## src/rtl/axi3_pkg.sv

```systemverilog
// Shared AXI3 read-channel constants, responder FSM states and burst
// legality helper.
package axi3_pkg;

    localparam logic [1:0] BURST_FIXED = 2'b00;
    localparam logic [1:0] BURST_INCR  = 2'b01;
    localparam logic [1:0] BURST_WRAP  = 2'b10;

    localparam logic [1:0] RESP_OKAY   = 2'b00;
    localparam logic [1:0] RESP_SLVERR = 2'b10;

    localparam logic [2:0] SIZE_4B     = 3'b010;

    typedef enum logic [1:0] {
        ST_IDLE  = 2'd0,
        ST_WAIT  = 2'd1,
        ST_BURST = 2'd2,
        ST_DRAIN = 2'd3
    } rd_state_t;

    // A burst is answered with SLVERR when it is not a 4-byte transfer,
    // uses the reserved burst type, or wraps over a non power-of-two length.
    function automatic logic burst_error(
        input logic [2:0] size,
        input logic [1:0] burst,
        input logic [3:0] len
    );
        logic bad_wrap_len;
        bad_wrap_len = !((len == 4'd1) || (len == 4'd3) || (len == 4'd7) || (len == 4'd15));
        return (size != SIZE_4B) || (burst == 2'b11) || ((burst == BURST_WRAP) && bad_wrap_len);
    endfunction

endpackage

```

## src/rtl/resp_fifo2.sv

```systemverilog
// Two-entry response FIFO holding {rdata, rresp, rlast}. The occupancy is
// exported so the requester can keep reads in flight without overflow.
module resp_fifo2 #(
    parameter int WIDTH = 35
) (
    input  logic             clk,
    input  logic             rst,
    input  logic             push,
    input  logic [WIDTH-1:0] push_data,
    input  logic             pop,
    output logic [WIDTH-1:0] head_data,
    output logic             full,
    output logic             empty,
    output logic [1:0]       count
);

    logic       wr_ptr_reg;
    logic       rd_ptr_reg;
    logic [1:0] count_reg;
    logic       do_push;
    logic       do_pop;

    assign full    = (count_reg == 2'd2);
    assign empty   = (count_reg == 2'd0);
    assign count   = count_reg;
    assign do_push = push && !full;
    assign do_pop  = pop && !empty;

    genvar gi;
    generate
        for (gi = 0; gi < 2; gi++) begin : g_entry
            logic [WIDTH-1:0] data_reg;

            // Capture a pushed beat into this slot when the write pointer selects it
            always_ff @(posedge clk or posedge rst) begin
                if (rst) begin
                    data_reg <= '0;
                end else if (do_push && (wr_ptr_reg == 1'(gi))) begin
                    data_reg <= push_data;
                end
            end
        end
    endgenerate

    assign head_data = rd_ptr_reg ? g_entry[1].data_reg : g_entry[0].data_reg;

    // Advance pointers and track occupancy
    always_ff @(posedge clk or posedge rst) begin
        if (rst) begin
            wr_ptr_reg <= 1'b0;
            rd_ptr_reg <= 1'b0;
            count_reg  <= 2'd0;
        end else begin
            if (do_push) begin
                wr_ptr_reg <= ~wr_ptr_reg;
            end
            if (do_pop) begin
                rd_ptr_reg <= ~rd_ptr_reg;
            end
            count_reg <= count_reg + {1'b0, do_push} - {1'b0, do_pop};
        end
    end

endmodule

```

## src/rtl/axi3_rd_responder.sv

```systemverilog
// AXI3 read responder in front of a synchronous single-port RAM. One AR
// burst at a time is turned into word reads; R beats are streamed through a
// 2-entry FIFO with a bypass so the first beat appears the cycle the RAM
// data returns.
module axi3_rd_responder
    import axi3_pkg::*;
#(
    parameter int BUS_WIDTH  = 4,
    parameter int DATA_WIDTH = 32,
    parameter int ADDR_WIDTH = 16,
    parameter int LATENCY    = 0
) (
    input  logic                  clk,
    input  logic                  rst,
    input  logic [BUS_WIDTH-1:0]  arid,
    input  logic [ADDR_WIDTH+1:0] araddr,
    input  logic [3:0]            arlen,
    input  logic [2:0]            arsize,
    input  logic [1:0]            arburst,
    input  logic                  arvalid,
    output logic                  arready,
    output logic [BUS_WIDTH-1:0]  rid,
    output logic [DATA_WIDTH-1:0] rdata,
    output logic [1:0]            rresp,
    output logic                  rlast,
    output logic                  rvalid,
    input  logic                  rready,
    output logic                  ram_en,
    output logic [ADDR_WIDTH-1:0] ram_addr,
    input  logic [DATA_WIDTH-1:0] ram_rddata
);

    localparam int BEAT_WIDTH = DATA_WIDTH + 3;
    localparam logic [3:0] LAT_LOAD = (LATENCY > 0) ? 4'(LATENCY - 1) : 4'd0;
    localparam logic [ADDR_WIDTH-1:0] ADDR_ONE = {{(ADDR_WIDTH-1){1'b0}}, 1'b1};

    // Next word address of a burst; WRAP stays inside the block aligned to len+1
    function automatic logic [ADDR_WIDTH-1:0] next_addr(
        input logic [ADDR_WIDTH-1:0] addr,
        input logic [1:0]            burst,
        input logic [3:0]            len
    );
        logic [ADDR_WIDTH-1:0] mask;
        logic [ADDR_WIDTH-1:0] incr;
        mask = {{(ADDR_WIDTH-4){1'b0}}, len};
        incr = addr + ADDR_ONE;
        case (burst)
            BURST_FIXED: next_addr = addr;
            BURST_WRAP:  next_addr = (addr & ~mask) | (incr & mask);
            default:     next_addr = incr;
        endcase
    endfunction

    rd_state_t             state_reg;
    logic                  arready_reg;
    logic [BUS_WIDTH-1:0]  id_reg;
    logic [ADDR_WIDTH-1:0] addr_reg;
    logic [3:0]            len_reg;
    logic [1:0]            burst_reg;
    logic                  err_reg;
    logic [3:0]            beat_cnt_reg;
    logic [3:0]            lat_cnt_reg;

    // One RAM read may be in flight; its data is valid the following cycle
    logic                  inflight_reg;
    logic                  inflight_last_reg;

    logic [BEAT_WIDTH-1:0] fifo_head;
    logic                  fifo_empty;
    logic [1:0]            fifo_count;
    logic                  fifo_push;
    logic                  fifo_pop;
    logic                  unused_fifo_full;
    logic                  unused_araddr_lsb;

    logic [BEAT_WIDTH-1:0] bypass_beat;
    logic [BEAT_WIDTH-1:0] head_beat;
    logic [DATA_WIDTH-1:0] bypass_data;
    logic [2:0]            credit_sum;
    logic                  head_valid;
    logic                  pop;
    logic                  issue;

    assign unused_araddr_lsb = ^araddr[1:0];

    resp_fifo2 #(
        .WIDTH(BEAT_WIDTH)
    ) u_resp_fifo (
        .clk       (clk),
        .rst       (rst),
        .push      (fifo_push),
        .push_data (bypass_beat),
        .pop       (fifo_pop),
        .head_data (fifo_head),
        .full      (unused_fifo_full),
        .empty     (fifo_empty),
        .count     (fifo_count)
    );

    // Output selection, handshake and read-credit decision
    always_comb begin
        bypass_data = err_reg ? {DATA_WIDTH{1'b0}} : ram_rddata;
        bypass_beat = {bypass_data, (err_reg ? RESP_SLVERR : RESP_OKAY), inflight_last_reg};
        head_valid  = !fifo_empty || inflight_reg;
        head_beat   = {BEAT_WIDTH{1'b0}};
        if (!fifo_empty) begin
            head_beat = fifo_head;
        end else if (inflight_reg) begin
            head_beat = bypass_beat;
        end
        pop        = head_valid && rready;
        fifo_pop   = pop && !fifo_empty;
        // Returning data goes to the FIFO unless it leaves directly via the bypass
        fifo_push  = inflight_reg && !(fifo_empty && pop);
        credit_sum = {1'b0, fifo_count} + {2'b00, inflight_reg} - {2'b00, pop};
        issue      = (state_reg == ST_BURST) && (credit_sum < 3'd2);
        ram_en     = issue && !err_reg;
    end

    assign rvalid   = head_valid;
    assign rdata    = head_beat[BEAT_WIDTH-1:3];
    assign rresp    = head_beat[2:1];
    assign rlast    = head_beat[0];
    assign rid      = id_reg;
    assign arready  = arready_reg;
    assign ram_addr = addr_reg;

    // Track the read issued this cycle so its data can be routed next cycle
    always_ff @(posedge clk or posedge rst) begin
        if (rst) begin
            inflight_reg      <= 1'b0;
            inflight_last_reg <= 1'b0;
        end else begin
            inflight_reg      <= issue;
            inflight_last_reg <= issue && (beat_cnt_reg == len_reg);
        end
    end

    // Burst control FSM: accept AR, optional wait, issue reads, drain beats
    always_ff @(posedge clk or posedge rst) begin
        if (rst) begin
            state_reg    <= ST_IDLE;
            arready_reg  <= 1'b0;
            id_reg       <= '0;
            addr_reg     <= '0;
            len_reg      <= 4'd0;
            burst_reg    <= BURST_FIXED;
            err_reg      <= 1'b0;
            beat_cnt_reg <= 4'd0;
            lat_cnt_reg  <= 4'd0;
        end else begin
            case (state_reg)
                ST_IDLE: begin
                    if (arready_reg && arvalid) begin
                        id_reg       <= arid;
                        addr_reg     <= araddr[ADDR_WIDTH+1:2];
                        len_reg      <= arlen;
                        burst_reg    <= arburst;
                        err_reg      <= burst_error(arsize, arburst, arlen);
                        beat_cnt_reg <= 4'd0;
                        lat_cnt_reg  <= LAT_LOAD;
                        arready_reg  <= 1'b0;
                        state_reg    <= (LATENCY > 0) ? ST_WAIT : ST_BURST;
                    end else begin
                        arready_reg <= 1'b1;
                    end
                end
                ST_WAIT: begin
                    if (lat_cnt_reg == 4'd0) begin
                        state_reg <= ST_BURST;
                    end else begin
                        lat_cnt_reg <= lat_cnt_reg - 4'd1;
                    end
                end
                ST_BURST: begin
                    if (issue) begin
                        if (beat_cnt_reg == len_reg) begin
                            state_reg <= ST_DRAIN;
                        end else begin
                            beat_cnt_reg <= beat_cnt_reg + 4'd1;
                            addr_reg     <= next_addr(addr_reg, burst_reg, len_reg);
                        end
                    end
                end
                ST_DRAIN: begin
                    if (pop && rlast) begin
                        state_reg   <= ST_IDLE;
                        arready_reg <= 1'b1;
                    end
                end
                default: begin
                    state_reg   <= ST_IDLE;
                    arready_reg <= 1'b0;
                end
            endcase
        end
    end

endmodule

```

## config.mk

```make
export PLATFORM = sky130hd
export DESIGN_NAME = axi3_rd_responder
export DESIGN_NICKNAME = d
export VERILOG_FILES = /design/src/rtl/axi3_pkg.sv /design/src/rtl/resp_fifo2.sv /design/src/rtl/axi3_rd_responder.sv
export SDC_FILE = /design/constraint.sdc
export NUM_CORES = 1
export LEC_CHECK = 0
export BUFFER_PORTS_ARGS = -buffer_cell sky130_fd_sc_hd__buf_2
export CELL_PAD_IN_SITES_DETAIL_PLACEMENT = 0
export CELL_PAD_IN_SITES_GLOBAL_PLACEMENT = 1
export CORE_ASPECT_RATIO = 0.5
export CORE_MARGIN = 2
export CORE_UTILIZATION = 37
export DETAILED_ROUTE_END_ITERATION = 7
export GPL_ROUTABILITY_DRIVEN = 1
export GPL_TIMING_DRIVEN = 0
export PLACE_DENSITY_LB_ADDON = 0.3
export SETUP_SLACK_MARGIN = 0.05
export SLEW_MARGIN = 20
export SYNTH_ARGS = -nofsm -noshare
export SYNTH_HDL_FRONTEND = slang
export SYNTH_SLANG_ARGS = --single-unit
```

## constraint.sdc

```tcl
create_clock -name clk -period 3.5 [get_ports clk]
set_clock_uncertainty 0.05 [all_clocks]
set_input_delay 0.35 -clock clk [delete_from_list [all_inputs] [get_ports clk]]
set_output_delay 0.35 -clock clk [all_outputs]
set_load 0.03 [all_outputs]
```

# Word level (Yosys, flattened, before mapping)
# Index checks and enable logic that the tools add are counted.
# op_classes
muxes	25
n_eq_ne	21
add_sub_neg	7
n_reduce_logical	38
bitwise	6
magnitude_cmp	1
# ops
cell	n
35-bit two-way mux	3
16-bit case mux with 2 select lines	2
16-bit two-way mux	3
32-bit two-way mux	1
16-bit by 1-bit adder with 16-bit output (second input constant)	1
16-bit bitwise AND	1
16-bit by 4-bit bitwise AND with 16-bit output	1
4-bit two-way mux	4
4-bit inverter with 16-bit output	1
16-bit OR	1
4-bit case mux with 2 select lines	2
1-bit logical AND	14
2-bit inequality test (second input constant)	7
2-bit equality test (second input constant)	6
2-bit two-way mux	6
5-bit AND reduction	2
2-bit case mux with 4 select lines	1
2-bit zero test	3
1-bit logical OR	6
2-bit nonzero test	3
1-bit zero test	5
4-bit by 1-bit adder with 4-bit output (second input constant)	1
4-bit by 1-bit equality test with 1-bit output (second input constant)	1
4-bit by 2-bit equality test with 1-bit output (second input constant)	1
19 further kinds	22
# totals
reg_bits	114

# Logic depth before layout (Yosys ltp)
# Gate-level depths: netlist of the first run.
# depth
ltp_word	10
ltp_mapped	12

# Modules after synthesis
# A second synthesis of the first run with hierarchy kept.
# unflattened
hier_cells	590
hier_area_um2	6573.8
# modules_own_cells
module	seq_area_each_um2	n_inst	cells_per_inst	area_per_inst_um2
resp_fifo2	1851.8	1	205	3374.5
axi3_rd_responder	1001.0	1	385	3199.3

# Worst setup path before layout of the first run
# No wires, ideal clock.
# synth_timing
path_type	register to output
from	register u_resp_fifo.count_reg[1], in the netlist u_resp_fifo.count[1]
to	output ram_en
path_buffers	1
arrival_ps	2856
setup_slack_ps	244
stages_incl_launch_ff	10
cell_sequence	dfrtp_1 -> buf_2 -> or3_1 -> and2_1 -> ha_1 -> nand2b_1 -> fa_1 -> xnor2_1 -> nand3_4 -> nor2_1
# synth_via
elab_chain_cells	8
word_cells_on_any_way	9
# synth_rtl
element	line_no	text
start: declaration	resp_fifo2.sv:19	logic [1:0] count_reg;
start signal: assignment	resp_fifo2.sv:60	count_reg <= count_reg + {1'b0, do_push} - {1'b0, do_pop};
2-bit zero test	resp_fifo2.sv:24	assign empty = (count_reg == 2'd0);
1-bit zero test	axi3_rd_responder.sv:104	head_valid = !fifo_empty || inflight_reg;
1-bit logical OR	axi3_rd_responder.sv:104	
named net rvalid	axi3_rd_responder.sv:26	output logic rvalid,
1-bit logical AND	axi3_rd_responder.sv:111	pop = head_valid && rready;
3-bit by 1-bit subtractor with 3-bit output	axi3_rd_responder.sv:115	credit_sum = {1'b0, fifo_count} + {2'b00, inflight_reg} - {2'b00, pop};
3-bit by 2-bit < comparator with 1-bit output	axi3_rd_responder.sv:116	issue = (state_reg == ST_BURST) && (credit_sum < 3'd2);
1-bit logical AND	axi3_rd_responder.sv:116	
1-bit logical AND	axi3_rd_responder.sv:117	ram_en = issue && !err_reg;
end: declaration	axi3_rd_responder.sv:28	output logic ram_en,
# The timed path passes the listed nets, and every way through them passes these cells.

# Worst setup path after layout of the first run
# layout_timing
from	register u_resp_fifo.count_reg[1], in the netlist u_resp_fifo.count[1]
to	output ram_en
# layout_via
elab_chain_cells	8
word_cells_on_any_way	9
# layout_rtl
element	line_no
2-bit zero test	resp_fifo2.sv:24
1-bit zero test	axi3_rd_responder.sv:104
1-bit logical OR	axi3_rd_responder.sv:104
1-bit logical AND	axi3_rd_responder.sv:111
3-bit by 1-bit subtractor with 3-bit output *	axi3_rd_responder.sv:115
3-bit by 2-bit < comparator with 1-bit output *	axi3_rd_responder.sv:116
1-bit logical AND *	axi3_rd_responder.sv:116
1-bit logical AND *	axi3_rd_responder.sv:117
# Mark *: on every way between the ends. The rest lies on a longest branch, timed or not.

==> impl_metrics.tcl, run 1 <==
set metrics [dict create \
    crit_path_end_kind "output pin" \
    finalMaxSlewViolations 0 \
    finalCriticalPeriod_ns 3.291 \
    ys_types 58 \
    yosysSeqAreaShare 0.4745 \
    p_sw_uw 914.6 \
    clockPowerShare 0.335 \
    io_buffer_count 121 \
    run_status "finished clean" \
    max_stage_delay_ns 0.42 \
    yosys_warnings 0 \
    cts_buffers 9 \
    drc_errors 0 \
    tightest_slew_ns 0.7935 \
    p_int_uw 2044 \
    final_nets 870 \
    crit_type "reg2out" \
    ioPinCount 125 \
    n_fill_cell 1561 \
    grt_pass1_vias 5047 \
    period_share 0.9403 \
    synth-main-ff-cell "dfrtp_1" \
    r2r_cells 12 \
    cellPowerDensity_nw_per_um2 415.0 \
    n_antenna_cell 0 \
    p_seq_frac 0.450 \
    largest_reg_flops 68 \
    slew_headroom 0.4670 \
    dr_wl_met3_um 600 \
    rrSetupSlack_ns 0.23 \
    crit_top_cell "buf_4" \
    die_y_um 93.35 \
    vias 5102 \
    clock_path_buffers 2 \
    drtIter0Drc 241 \
    grt_pass1_wl_um 25900 \
    die_w_um 182.7 \
    p_leak_uw 0.003547 \
    core_um2 15490 \
    cts_max_level 3 \
    fin_util 0.4601 \
    antenna_found_initial 0 \
    critPathSlowestCell "or3_1" \
    synthCells 660 \
    first_pass_iters 4 \
    finalWirelength_um 15890 \
    critPathLaunchType "flip-flop" \
    pwr-share-comb 0.215 \
    top_layer "met4" \
    place_congestion 0.7902 \
    crit_end "ram_en" \
    cts_tree "yes" \
    grt_overflow_total 0 \
    whs_ns 0.1399 \
    crit_chain "buf_4 -> or3_1 -> and2_1 -> ha_1 -> nand2b_1 -> fa_2 -> xnor2_2 -> nand3_4 -> nor2_1 -> buf_4" \
    clock_latency_ns 0.35 \
    avgRoutedWirePerCell_um 15.81 \
    cp_max_fo 9 \
    root_buffer "clkbuf_16" \
    vdd_drop_max_mv 0.2093 \
    fmax_mhz 303.9 \
    grtUsageTotal 0.1935 \
    clk_pin_slew_ns 0.07 \
    setup_viol 0 \
    hold_violations 0 \
    startpoint "u_resp_fifo.count[1]$_DFF_PP0_" \
    syn2layout_area_growth_pct 20.69 \
    grt_max_degree 68 \
    dp_hpwl_um 11120 \
    final_antenna_net_count 0 \
    r2r_start "u_resp_fifo.count[1]$_DFF_PP0_" \
    drive_gt1_frac 0.2297 \
    wl_met2_um 7334 \
    async_flop_share 1.000 \
    rsz0062_at_grt "false" \
    cts.sinks 112 \
    vias_per_cell 5.077 \
    syn_area_um2 5907 \
    synth_area_per_cell_um2 8.950 \
    die_area_um2 17050 \
    wl_met1_um 7863 \
    synth_fp_nets 734 \
    num_rows 32 \
    cp_data_required_time_ns 3.10 \
    min_path_type "in2reg" \
    arrival_ns 2.89 \
    start_util 0.3812 \
    ys_seq_elements 112 \
    synth_edf_count 0 \
    swShare 0.3091 \
    maxCapViolations 0 \
]
==> placed cells by master, fill, tap and decap left out, types with 2 or more instances in the layout <==
master / Yosys / final
o21ai_1: 18 / 18
and3_1: 2 / 2
mux2_2: 4 / 4
inv_6: 0 / 2
dfrtp_1: 112 / 112
clkinvlp_4: 0 / 3
o21ai_0: 107 / 107
mux2i_1: 36 / 36
ha_1: 6 / 6
or3_1: 2 / 2
nor3_1: 15 / 15
and4b_1: 2 / 2
buf_6: 4 / 4
nand2b_1: 38 / 38
buf_2: 15 / 135
xor2_1: 9 / 9
nand4_1: 2 / 2
a31oi_1: 7 / 7
xnor2_1: 5 / 4
clkbuf_1: 20 / 19
a211oi_1: 2 / 2
mux2_1: 3 / 3
buf_4: 2 / 8
nor2_2: 2 / 2
a22oi_1: 2 / 2
o31a_1: 3 / 3
nand2_1: 151 / 151
nor2_1: 26 / 26
clkbuf_16: 0 / 9
inv_1: 7 / 6
o211ai_1: 4 / 4
a21oi_1: 12 / 12
nand3_1: 10 / 10
o31ai_1: 2 / 2
a2bb2oi_1: 3 / 3
==> synthesized netlist by cell type (all sizes together) (3+ instances only) <==
library cell  number  area (um2)
nand2            151       566.8
o211ai             4       30.03
xor2               9       78.83
dfrtp            112        2803
mux2i             36       360.4
nor2              28       110.1
xnor2              5       43.79
clkbuf            20       75.07
a2bb2oi            3       26.28
mux2               7       78.82
ha                 6       75.07
nand2b            38       237.7
a31oi              7       43.79
o31a               3       26.28
buf               23       142.6
nor3              16       85.08
nand3             12       77.58
inv                7       26.28
a21oi             13       68.82
o21ai            126       641.9
nor4               3       40.04
==> worst min path at each step <==
stage	endpoint	cells after the start	from
4_1_cts	rid[3]$_DFFE_PP0P_	3	arid[3]
6_report	rid[3]$_DFFE_PP0P_	3	arid[3]
2_1_floorplan	u_resp_fifo.g_entry[0].data_reg[10]$_DFFE_PP0P_	2	u_resp_fifo.g_entry[0].data_reg[10]$_DFFE_PP0P_
5_1_grt	rid[3]$_DFFE_PP0P_	3	arid[3]
3_5_place_dp	ram_addr[7]$_DFFE_PP0P_	2	rst
3_3_place_gp	u_resp_fifo.g_entry[0].data_reg[10]$_DFFE_PP0P_	2	u_resp_fifo.g_entry[0].data_reg[10]$_DFFE_PP0P_
==> metrics by stage <==
step / std cells / area (um2) / TNS [ns] / power (uW) / setup slack, ns
detailed placement: 986 / 6800 / 0 / 1970 / 0.1584
global placement: 985 / 6768 / -149.11 / 1963 / -1.339
finish: 1005 / 7129 / 0 / 2958 / 0.2090
global route: 1005 / 7129 / 0 / 3107 / 0.03703
CTS: 1003 / 7102 / 0 / 2986 / 0.06481
floorplan: 660 / 5907 / 0 / 1777 / 0.1410
==> cell families (layout without fill, tap and decap cells) <==
group,Yosys count,count (layout),share of synthesized area
xor gates and xnor gates,14,14,0.02076
muxes,43,43,0.07435
DFF,112,112,0.4745
AOI/OAI and AO/OA,170,170,0.1633
adders and majority gates,7,7,0.01610
other,1,1,0.0006348
and+or+nand+nor,263,263,0.2091
buffers and inverters,50,191,0.04130
==> metal layers <==
| metal | up-vias | GRT usage |
|---|---|---|
| met1 | 2453 | 0.2692 |
| li1 | 2539 | - |
| met4 | 0 | 0.04234 |
| met3 | 6 | 0.03115 |
| met2 | 104 | 0.3200 |
| met5 | - | 0 |
==> power groups by stage <==
stage	Combinational, uW	Sequential [uW]	Clock (uW)
after global placement	619	1340	0
after global routing	702	1330	1070
after CTS	643	1320	1020
after floorplan	433	1340	0
final	636	1330	992
after detailed placement	625	1350	0
==> repair_timing <==
action	CTS	global route
buffers inserted	0	4
pin swaps	0	3
endpoints found under the setup margin	1	1
hold buffers	1	0
hold endpoints to repair	45	0
resized for setup	3	3
==> cell type report <==
cell class | count | area [um2] | share of cell area
Inverter | 7 | 31.28 | 0.004388
Multi-Input combinational cell | 498 | 2870 | 0.4026
Timing Repair Buffer | 127 | 675.6 | 0.09477
Buffer | 41 | 214.0 | 0.03001
Sequential cell | 112 | 2803 | 0.3931
Clock inverter | 6 | 51.30 | 0.007196
Clock buffer | 10 | 229.0 | 0.03212
Tap cell | 204 | 255.2 | 0.03580
==> critical path: cells and delay by family, from the launching register on <==
family,cells,cell delay [ns]
xor+xnor,1,0.21
buf+inv,2,0.35
fa+ha+maj,2,0.65
flops,1,0.38
simple gates,5,0.95
Power figures use the tool's default switching activity.
==> run 2, diff against run 1 <==
- HOLD_SLACK_MARGIN: not set -> 0.15
==> run 2 against run 1 <==
  * Fmax about the same
  * Critical path depth unchanged
  * Setup slack got worse by 0.0024 ns
  * Total power increased by 0.20%
  * First-iteration DRC count decreased by 9.5%
  * Combinational power increased by 0.8%
  * Flip-flop and latch count unchanged
  * Die area unchanged
  * Count of clock-buffer cells in the layout unchanged
  * Worst hold slack improved by 0.016 ns
  * Sequential power about the same
  * Highest routed layer unchanged
==> impl_metrics.tcl, run 2 (synthesis gave the netlist of run 1 again) <==
set metrics [dict create \
    run_status "finished clean" \
    n_fill_cell 1558 \
    tightest_slew_ns 0.8222 \
    root_buffer "clkbuf_16" \
    place_congestion 0.7902 \
    crit_path_end_kind "output pin" \
    final_nets 874 \
    period_share 0.9410 \
    cellPowerDensity_nw_per_um2 413.5 \
    drtIter0Drc 218 \
    crit_chain "buf_4 -> or3_1 -> and2_1 -> ha_1 -> nand2b_1 -> fa_2 -> xnor2_2 -> nand3_4 -> nor2_1 -> buf_4" \
    startpoint "u_resp_fifo.count[1]$_DFF_PP0_" \
    r2r_start "u_resp_fifo.count[1]$_DFF_PP0_" \
    cts_max_level 3 \
    critPathLaunchType "flip-flop" \
    cts.sinks 112 \
    finalWirelength_um 15960 \
    layout_commonest_cell "nand2_1" \
    die_area_um2 17050 \
    antenna_found_initial 0 \
    fmax_mhz 303.6 \
    grt_overflow_total 0 \
    slew_headroom 0.4477 \
    core_um2 15490 \
    multi_input_area_um2 2870 \
    num_rows 32 \
    drive_gt1_frac 0.2286 \
    grtUsageMet1 0.2690 \
    clock_path_buffers 2 \
    max_stage_delay_ns 0.42 \
    cp_max_fo 9 \
    crit_top_cell "buf_4" \
    crit_end "ram_en" \
    ioPinCount 125 \
    dp_slack_ns 0.1584 \
    gr-usage-met3 0.03154 \
    cp_data_required_time_ns 3.10 \
    critical_path_buf_inv_count 2 \
    worst_slack_ns 0.2065 \
    arrival_ns 2.89 \
    cts_buffers 9 \
    vias 5159 \
    n_antenna_cell 0 \
    drc_errors 0 \
    start_util 0.3812 \
    dp_hpwl_um 11120 \
    setup_viol 0 \
    finalMaxSlewViolations 0 \
    die_y_um 93.35 \
    whs_ns 0.1557 \
    largest_reg_flops 68 \
    p_leak_uw 0.003564 \
    clk_pin_slew_ns 0.08 \
    place_area_um2 6800 \
    crit_type "reg2out" \
    rrSetupSlack_ns 0.23 \
    dp_cells 986 \
    rsz0062_at_grt "false" \
    grtUsageTotal 0.1937 \
    grt_max_degree 68 \
    r2r_cells 12 \
    min_path_type "in2reg" \
    io_buffer_count 121 \
    path_delay_family "simple AND/OR/NAND/NOR gates" \
    grt_pass1_vias 5048 \
    critical_path_depth 10 \
    final_antenna_net_count 0 \
    die_w_um 182.7 \
    grt_busiest_layer "met2" \
    clock_latency_ns 0.35 \
    final_cell_mix "151 x nand2_1, 135 x buf_2, 112 x dfrtp_1" \
    first_pass_iters 4 \
    avgRoutedWirePerCell_um 15.81 \
    syn2layout_area_growth_pct 21.37 \
    finalCriticalPeriod_ns 3.293 \
    grt_pass1_wl_um 25940 \
    seq_area_um2 2803 \
    vias_per_cell 5.113 \
    fin_area_um2 7169 \
    maxCapViolations 0 \
    critPathSlowestCell "or3_1" \
    hold_violations 0 \
    vdd_drop_max_mv 0.2098 \
    grtUsageMet2 0.3210 \
    cts_tree "yes" \
    fin_cells 1009 \
]
## run 2: changes by cell type in the layout (fill, tap and decap cells not counted), sizes merged
cell,previous run,this run
dlygate4sd3,1,5
## run 2: stage by stage
step / total power (uW) / util / TNS [ns]
floorplan: 1777 / - / 0
global placement: 1963 / 0.4368 / -149.11
detailed placement: 1970 / 0.4389 / 0
CTS: 2989 / 0.4609 / 0
global route: 3111 / 0.4627 / 0
finish: 2964 / 0.4627 / 0
## run 2: worst register-to-register path: cells and delay by family (launching register included)
family                   cells  cell delay [ns]
AO/OA/AOI/OAI                1             0.15
XOR/XNOR                     1             0.21
adder cells (fa/ha/maj)      2             0.65
buffers and inverters        2             0.34
flip-flops                   1             0.38
multiplexers                 1             0.33
AND/OR/NAND/NOR              5             1.04
## run 2: layout make-up
cell class | count | share of cell area
Buffer | 41 | 0.02984
Clock buffer | 10 | 0.03194
Clock inverter | 6 | 0.007155
Inverter | 7 | 0.004363
Multi-Input combinational cell | 498 | 0.4003
Sequential cell | 112 | 0.3909
Tap cell | 204 | 0.03560
Timing Repair Buffer | 131 | 0.09983
## run 2: layer usage
metal,wire (um),up-vias,part of all wire
met5,0,-,0
met4,152,0,0.0095
met3,745,13,0.047
met2,7322,120,0.46
met1,7736,2480,0.48
li1,-,2546,-
## run 2: timing repair
| item | 4_1_cts | 5_1_grt |
|---|---|---|
| buffers inserted | 0 | 4 |
| resized for setup | 3 | 3 |
| hold endpoints to repair | 49 | 0 |
| endpoints found under the setup margin | 1 | 1 |
| hold buffers | 5 | 0 |
| pin swaps | 0 | 3 |
## run 2: worst min-delay path by stage
stage / start / endpoint / slack, ns / cells after the start
2_1_floorplan: u_resp_fifo.g_entry[0].data_reg[10]$_DFFE_PP0P_ / u_resp_fifo.g_entry[0].data_reg[10]$_DFFE_PP0P_ / 0.40 / 2
3_3_place_gp: u_resp_fifo.g_entry[0].data_reg[10]$_DFFE_PP0P_ / u_resp_fifo.g_entry[0].data_reg[10]$_DFFE_PP0P_ / 0.41 / 2
3_5_place_dp: rst / ram_addr[7]$_DFFE_PP0P_ / 0.37 / 2
4_1_cts: arburst[0] / burst_reg[0]$_DFFE_PP0P_ / 0.15 / 3
5_1_grt: arlen[2] / len_reg[2]$_DFFE_PP0P_ / 0.17 / 3
6_report: arlen[3] / len_reg[3]$_DFFE_PP0P_ / 0.16 / 3
## run 2: where the power goes
group	total, uW	leakage (uW)	switching, uW	internal, uW
combinational	641	0.00191	398	242
sequential	1330	0.00152	19.6	1310
clock	993	0.000127	500	493
total	2960	0.00356	918	2050
